File: src/rtl/regs.sv
// RV32I integer register file: x1-x31 storage, two combinational read ports,
// one execute write port and a low-priority debug req/ack access port.
//
// state | meaning
// ------+--------------------------------------------------------------
// IDLE  | no debug access in flight
// WAIT  | debug write pending, blocked by a same-cycle execute write
// ACK   | debug access done, ack high until the request drops
module regs #(
  parameter bit BYPASS_EN = 1'b1
) (
  input  logic        clk,
  input  logic        rst,
  input  logic [4:0]  reg1_raddr_i,
  output logic [31:0] reg1_rdata_o,
  input  logic [4:0]  reg2_raddr_i,
  output logic [31:0] reg2_rdata_o,
  input  logic [4:0]  rd_addr_i,
  input  logic [31:0] rd_data_i,
  input  logic        rd_wen_i,
  input  logic        dbg_req_i,
  input  logic        dbg_we_i,
  input  logic [4:0]  dbg_addr_i,
  input  logic [31:0] dbg_wdata_i,
  output logic        dbg_ack_o,
  output logic [31:0] dbg_rdata_o
);

  typedef enum logic [1:0] {
    IDLE = 2'd0,
    WAIT = 2'd1,
    ACK  = 2'd2
  } dbg_state_t;

  dbg_state_t  state;
  logic [31:0] regs_q [1:31];
  logic        core_wr;
  logic        dbg_wr;

  function automatic logic [31:0] read_val(input logic [4:0] addr);
    if (addr == 5'd0)
      return 32'd0;
    if (BYPASS_EN && rd_wen_i && (rd_addr_i == addr))
      return rd_data_i;
    return regs_q[addr];
  endfunction

  assign reg1_rdata_o = read_val(reg1_raddr_i);
  assign reg2_rdata_o = read_val(reg2_raddr_i);

  // A core write to x0 is not a conflict, so it never blocks debug.
  assign core_wr = rd_wen_i && (rd_addr_i != 5'd0);

  assign dbg_wr = !core_wr && (dbg_addr_i != 5'd0) &&
                  (((state == IDLE) && dbg_req_i && dbg_we_i) || (state == WAIT));

  always_ff @(posedge clk or negedge rst) begin
    if (!rst) begin
      for (int i = 1; i < 32; i++)
        regs_q[i] <= 32'd0;
    end else if (core_wr) begin
      regs_q[rd_addr_i] <= rd_data_i;
    end else if (dbg_wr) begin
      regs_q[dbg_addr_i] <= dbg_wdata_i;
    end
  end

  always_ff @(posedge clk or negedge rst) begin
    if (!rst) begin
      state       <= IDLE;
      dbg_ack_o   <= 1'b0;
      dbg_rdata_o <= 32'd0;
    end else begin
      case (state)
        IDLE: begin
          if (dbg_req_i) begin
            if (!dbg_we_i) begin
              dbg_rdata_o <= read_val(dbg_addr_i);
              state       <= ACK;
              dbg_ack_o   <= 1'b1;
            end else if (core_wr) begin
              state <= WAIT;
            end else begin
              state     <= ACK;
              dbg_ack_o <= 1'b1;
            end
          end
        end
        // Request is deliberately ignored here: a started write always completes.
        WAIT: begin
          if (!core_wr) begin
            state     <= ACK;
            dbg_ack_o <= 1'b1;
          end
        end
        ACK: begin
          if (!dbg_req_i) begin
            state     <= IDLE;
            dbg_ack_o <= 1'b0;
          end
        end
        default: begin
          state     <= IDLE;
          dbg_ack_o <= 1'b0;
        end
      endcase
    end
  end

endmodule

File: config.mk
export PLATFORM = sky130hd
export DESIGN_NAME = regs
export DESIGN_NICKNAME = d
export VERILOG_FILES = /design/src/rtl/regs.sv
export SDC_FILE = /design/constraint.sdc
export NUM_CORES = 2
export LEC_CHECK = 0
export BUFFER_PORTS_ARGS = -buffer_cell sky130_fd_sc_hd__buf_2
export CAP_MARGIN = 20
export CORE_MARGIN = 5
export CORE_UTILIZATION = 35
export DETAILED_ROUTE_END_ITERATION = 8
export PLACE_DENSITY = 0.46
export SYNTH_ARGS = -nofsm -noshare
export SYNTH_HDL_FRONTEND = slang
export SYNTH_SLANG_ARGS = --single-unit
File: constraint.sdc
create_clock -name clk -period 2.8 [get_ports clk]
set_input_delay 0.14 -clock clk [delete_from_list [all_inputs] [get_ports clk]]
set_output_delay 0.14 -clock clk [all_outputs]
set_load 0.05 [all_outputs]
======== Word level (Yosys, flattened, before mapping) ========
Cells that the tools add are included.
cells by class
  $add $sub $neg .......................... 0
  multipliers ............................. 0
  divide/modulo/power cells ............... 0
  magnitude comparators ................... 6
  eq/ne operators ......................... 8
  shift-type cells ........................ 0
  mux-type cells .......................... 55
  bitwise logic cells ..................... 5
  reduce and logical (&&, ||, !) cells .... 22
operator list
  cell                count
  $bwmux 992          2
  $mux 992            2
  $mux 32             20
  $bmux 32 s5         3
  $demux 32 s5        2
  $ge 6x6->1 const B  4
  $not 5->6           4
  $mux 1              19
  $eq 5x5->1          3
  $logic_not 5->1     3
  $lt 6x1->1 const B  2
  $logic_and 1x1->1   10
  $mux 2              5
  $reduce_bool 5->1   2
  $ne 2x2->1 const B  3
  $pmux 2 s3          1
  $reduce_and 3->1    2
  $pmux 1 s3          1
  $eq 2x1->1 const B  1
  $eq 2x2->1 const B  1
  $logic_not 2->1     1
  $reduce_and 2->1    1
  $reduce_bool 2->1   1
  $logic_not 1->1     1
  other kinds (2)     2
word-level totals
  register bits after elaboration ......... 1,027
  latch bits .............................. 0
  memory bits (writable) .................. 0
  bits in read-only memories .............. 0
  bits of input ports ..................... 89
  output and inout port bits .............. 97
  logic and storage cells ................. 130
  memories kept ........................... 0

======== Logic depth before layout (Yosys ltp) ========
  word-level depth ........................ 11
  gate-level depth with buffers ........... 11
  mapped depth without buffers ............ 5

======== Least setup slack after synthesis ========
No wires, ideal clock.
  kind .................................... input to output
  start point ............................. input reg1_raddr_i[1]
  end point ............................... output reg1_rdata_o[24]
  arrival time ............................ 2.353 ns
  required time ........................... 2.660 ns
  slack ................................... 0.307 ns
  stages on the path ...................... 9
  buffers on the path ..................... 5
  cells stage by stage .................... buf_2 buf_4 buf_2 buf_2 clkbuf_1 a211oi_1 nor4_1 nor3_1 a21oi_1
between the ends
  word-level cells in the longest chain between the ends .. 6
  elaborated cells between the ends (all ways) .. 13
  those cells by class .................... 1 x eq/ne; 9 x mux; 1 x bitwise; 2 x reduce/logical
ends and longest elaborated chain
  what                                                                   RTL line  text
  start, declared                                                        14        input logic [4:0] reg1_raddr_i,
  $not 5->6 (not written as such) or $eq 5x5->1 (tied branches)          45, 43
  $bmux 32 s5 or $logic_and 1x1->1 (tied branches)                       45, 43
  $mux 32 (not written as such) or $mux 1 (tied branches) (2 in series)  45, 43
  $mux 32                                                                45        return regs_q[addr];
  $mux 32 (*)                                                            43        if (BYPASS_EN && rd_wen_i && (rd_addr_i == addr))
  end, declared                                                          15        output logic [31:0] reg1_rdata_o,
Every way passes the cells marked *; elsewhere a longest branch is shown, timed or not. The select of a mux whose other input is x is not followed.

======== Final worst setup path ========
  start point ............................. register regs_q[9] (netlist name)
  end point ............................... output reg2_rdata_o[9]
between the ends
  word-level cells in the longest chain between the ends .. 5
ends and longest elaborated chain
  what                                         RTL line  text
  start, declared                              36        logic [31:0] regs_q [1:31];
  start signal, assigned by index              62        regs_q[rd_addr_i] <= rd_data_i;
  start signal, assigned by index              64        regs_q[dbg_addr_i] <= dbg_wdata_i;
  $bmux 32 s5                                  45
  $mux 32 (not written as such) (2 in series)  45
  $mux 32                                      45
  $mux 32                                      43
  end, declared                                17        output logic [31:0] reg2_rdata_o,
Every way passes these cells. The select of a mux whose other input is x is not followed.

==> impl_metrics.yaml <==
timing:
  slew_violations: 0
  fmax_mhz: 320.7
  period_needed_ns: 3.118
  timing.final.ws_setup_ns: -0.3177
  tightest_slew_ns: 1.213
  final_hold_viol_count: 0
  maxSlewHeadroom_pct: 18.96
  skew_ns: 0.04319
  fin_crit_sh_pct: 111.3
  finalSetupViolCount: 19
  grt_setup_unrepaired: "true"
place:
  io_buffers: 185
  place_congestion: 0.9856
  place_inst: 9887
  hpwl_um: 305700
cells_and_area:
  ff_latch_area_um2: 25700
  fillCellCount: 19500
  multi_input_area_um2: 44950
  area_growth_pct: 25.19
  final_cell_mix: "1024 x dfrtp_1, 896 x a32oi_1, 730 x nand2_1"
  final_common_cell: "dfrtp_1"
  layout.nets: 7563
  drive_above_1_share_pct: 31.17
  final_cells: 10330
global_route:
  grt-ovfl-total: 0
  grt_busiest_layer: "met2"
  grt_usage_pct: 43.11
  grt_pass1_vias: 72670
  grt_use_met2_pct: 57.48
  grt_pass1_wl_um: 645500
  use_met3_pct: 19.96
  grt_util_met1_pct: 54.67
  antenna_found_initial: 49
  grt_max_degree: 88
clock_network:
  clk_pin_slew_ns: 0.06
  htree_levels: 4
  worstSkewPairLatency_ns: 0.84
  cts-root-buf: "clkbuf_16"
  cts_tree: "built"
  numCtsBuffers: 138
  clockBufferDepth: 3
  cts.sink_count: 1027
pwr:
  power_density_nw_per_um2: 551.8
  ir_drop_uv: 505.8
  fin_total_pwr_w: 0.05011
  cellLeakagePower_nw: 33.72
drt:
  routedWlPerCell_um: 46.80
  drt-pass1-iter-count: 9
  ant_nets: 0
  drc: 0
  vias: 78300
  avgViaCountPerCell: 7.583
  drt_iter0_markers: 13890
  drt-total-wl_um: 483300
synth:
  ys.flop_type: "dfrtp_1"
  ys_ff_latch: 1027
  synthArstFlopShare_pct: 100.0
  synth_area_leaders: "dfrtp_1 35%, mux4_2 17%, a32oi_1 11%"
  synth_top_family_by_area: "compound AO/OA/AOI/OAI gates"
  synth-simple-area-share_pct: 9.843
  synth_compound_area_share_pct: 25.02
  syn_area_per_cell_um2: 9.919
  synth_xor_area_share_pct: 0.1811
  ys_warn_count: 0
  seq_area_frac_synth_pct: 35.43
  yosysTopAreaCell: "dfrtp_1"
  syn_area_um2: 72530
  synth_edf_count: 0
  syn_inst: 7313
  synth_top_area_share_pct: 35.43
  ys_types: 64
  synth.mux.area_fraction_pct: 23.09
  syn_nets: 7402
  synth-adder-area-share_pct: 0
worst_setup_path:
  cp_max_fo: 2
  crit_type: "flop to output port"
  path_buf_inv: 2
  crit_family: "multiplexers"
  cp_cell_sequence: "mux4_2, mux2i_2, nor2_1, nor3_2, a21oi_1, buf_4, buf_12"
  arrival_ns: 2.98
  cp.required_ns: 2.66
  reg2reg_to: "dbg_rdata_o[0]$_DFFE_PN0P_"
  reg2reg_slack_ns: 0.08
  cp_slowest_cell: "mux4_2"
  worst-r2r-cell-count: 5
  rr_startpoint: "state[0]$_DFFE_PN0P_"
  end_kind: "output port"
  critPathLaunchType: "flop"
  slowest_delay_ns: 0.50
worst_hold_path:
  min_to: "regs_q[343]$_DFFE_PN0P_"
  min_from: "dbg_wdata_i[23]"
  hp-class: "primary input to flop"
  min_path_cells: 3
outcome:
  violations: "setup timing"
  status: "complete, but fails checks"
floorplan:
  die_h_um: 465.2
  num_rows: 167
  core_um2: 206700
  io_pins: 186
  initial_core_util_pct: 35.10
  dieArea_um2: 216400
  die_w_um: 465.2
flow_run:
  maxCapViolations: 0
## state kept, by name, indices dropped and copies added, names as in the netlist
register / flops
regs_q: 992
dbg_rdata_o: 32
state: 2
dbg_ack_o: 1
## what timing repair did
| action | in CTS | in global routing |
|---|---|---|
| pin swaps | 108 | 91 |
| resized for setup | 278 | 133 |
| hold endpoints to repair | 873 | 0 |
| hold buffers | 53 | 0 |
| setup endpoints to repair | 59 | 60 |
| setup buffers | 100 | 37 |
## how the worst max path moves through the flow
stage | start | endpoint | cells after the start
floorplan | reg1_raddr_i[1] | reg1_rdata_o[24] | 9
global placement | reg1_raddr_i[0] | reg1_rdata_o[8] | 9
detailed placement | reg1_raddr_i[0] | reg1_rdata_o[31] | 8
CTS | regs_q[44]$_DFFE_PN0P_ | reg2_rdata_o[12] | 7
global route | regs_q[251]$_DFFE_PN0P_ | reg2_rdata_o[27] | 7
finish | regs_q[9]$_DFFE_PN0P_ | reg2_rdata_o[9] | 7
## stage by stage
step	utilization (%)	setup TNS (ns)	worst slack, ns	area, um^2	hold slack (ns)
floorplan	-	0	0.3069	72530	-0.1556
global placement	40.04	-3.163	-0.5219	82740	0.2795
detailed placement	40.04	-3.289	-0.5406	82740	0.2779
CTS	43.48	-1.935	-0.2439	89840	0.0006978
global route	43.90	-2.017	-0.2474	90710	0.04052
finish	43.94	-1.398	-0.3177	90810	0.05965
## cells by family (layout without fill, tap and decap cells)
| kind of cell | Yosys count | after routing |
|---|---|---|
| AO/OA/AOI/OAI | 2634 | 2634 |
| XOR/XNOR | 15 | 15 |
| buffers and inverters | 1051 | 1312 |
| flip-flops | 1027 | 1027 |
| multiplexers | 938 | 938 |
| other | 0 | 48 |
| AND/OR/NAND/NOR | 1648 | 1648 |
## per-layer routing
metal  part of all wire (%)  routed length (um)
met1                     37              176500
met2                     39              190100
met3                     16               75260
met4                    8.5               41060
met5                  0.078                 377
## worst reg2reg max path, delay by kind of cell, from the launching register on
| kind | cells | cell delay, ns |
|---|---|---|
| AO/OA/AOI/OAI | 2 | 0.76 |
| AND/OR/NAND/NOR | 1 | 0.87 |
| buffers and inverters | 2 | 0.55 |
| flip-flops | 1 | 0.43 |
## cells in the mapped netlist (7+ instances only)
library cell  number
nor2_1           504
mux2i_1          121
mux4_2           563
a221oi_1          47
buf_1             24
o21ai_0          196
o22ai_1          202
buf_6              9
clkbuf_1         625
a31oi_2           18
nor3_1           119
nor4_1            84
a211oi_1          89
a21oi_1          382
a22oi_1          147
mux2_1            96
nand3b_1           7
a2111oi_0         22
nand2b_1          12
nand2_1          737
nor2b_1           95
a22o_1            32
and2_1            33
o21ai_1          561
xor2_1            12
buf_2            319
a32oi_1          896
a221o_1           24
buf_4             68
dfrtp_1         1027
mux2_2           158
## layout make-up
type                       instances  area share (%)
clock inverter                    33          0.5553
clock buffer                     207           4.522
inverter                           5         0.02205
sequential                      1027           28.31
multi-input combinational       5235           49.50
tap                             2704           3.726
antenna                           48          0.1323
timing repair buffer            1067           13.24
## report_power, final
part | internal (W) | leakage (nW) | switching (W) | total (W)
clock network | 0.0109 | 2.26 | 0.00790 | 0.0188
registers | 0.0164 | 13.7 | 0.00174 | 0.0181
logic | 0.00523 | 17.7 | 0.00796 | 0.0132
No activity file was read; power rests on OpenSTA's default activity.
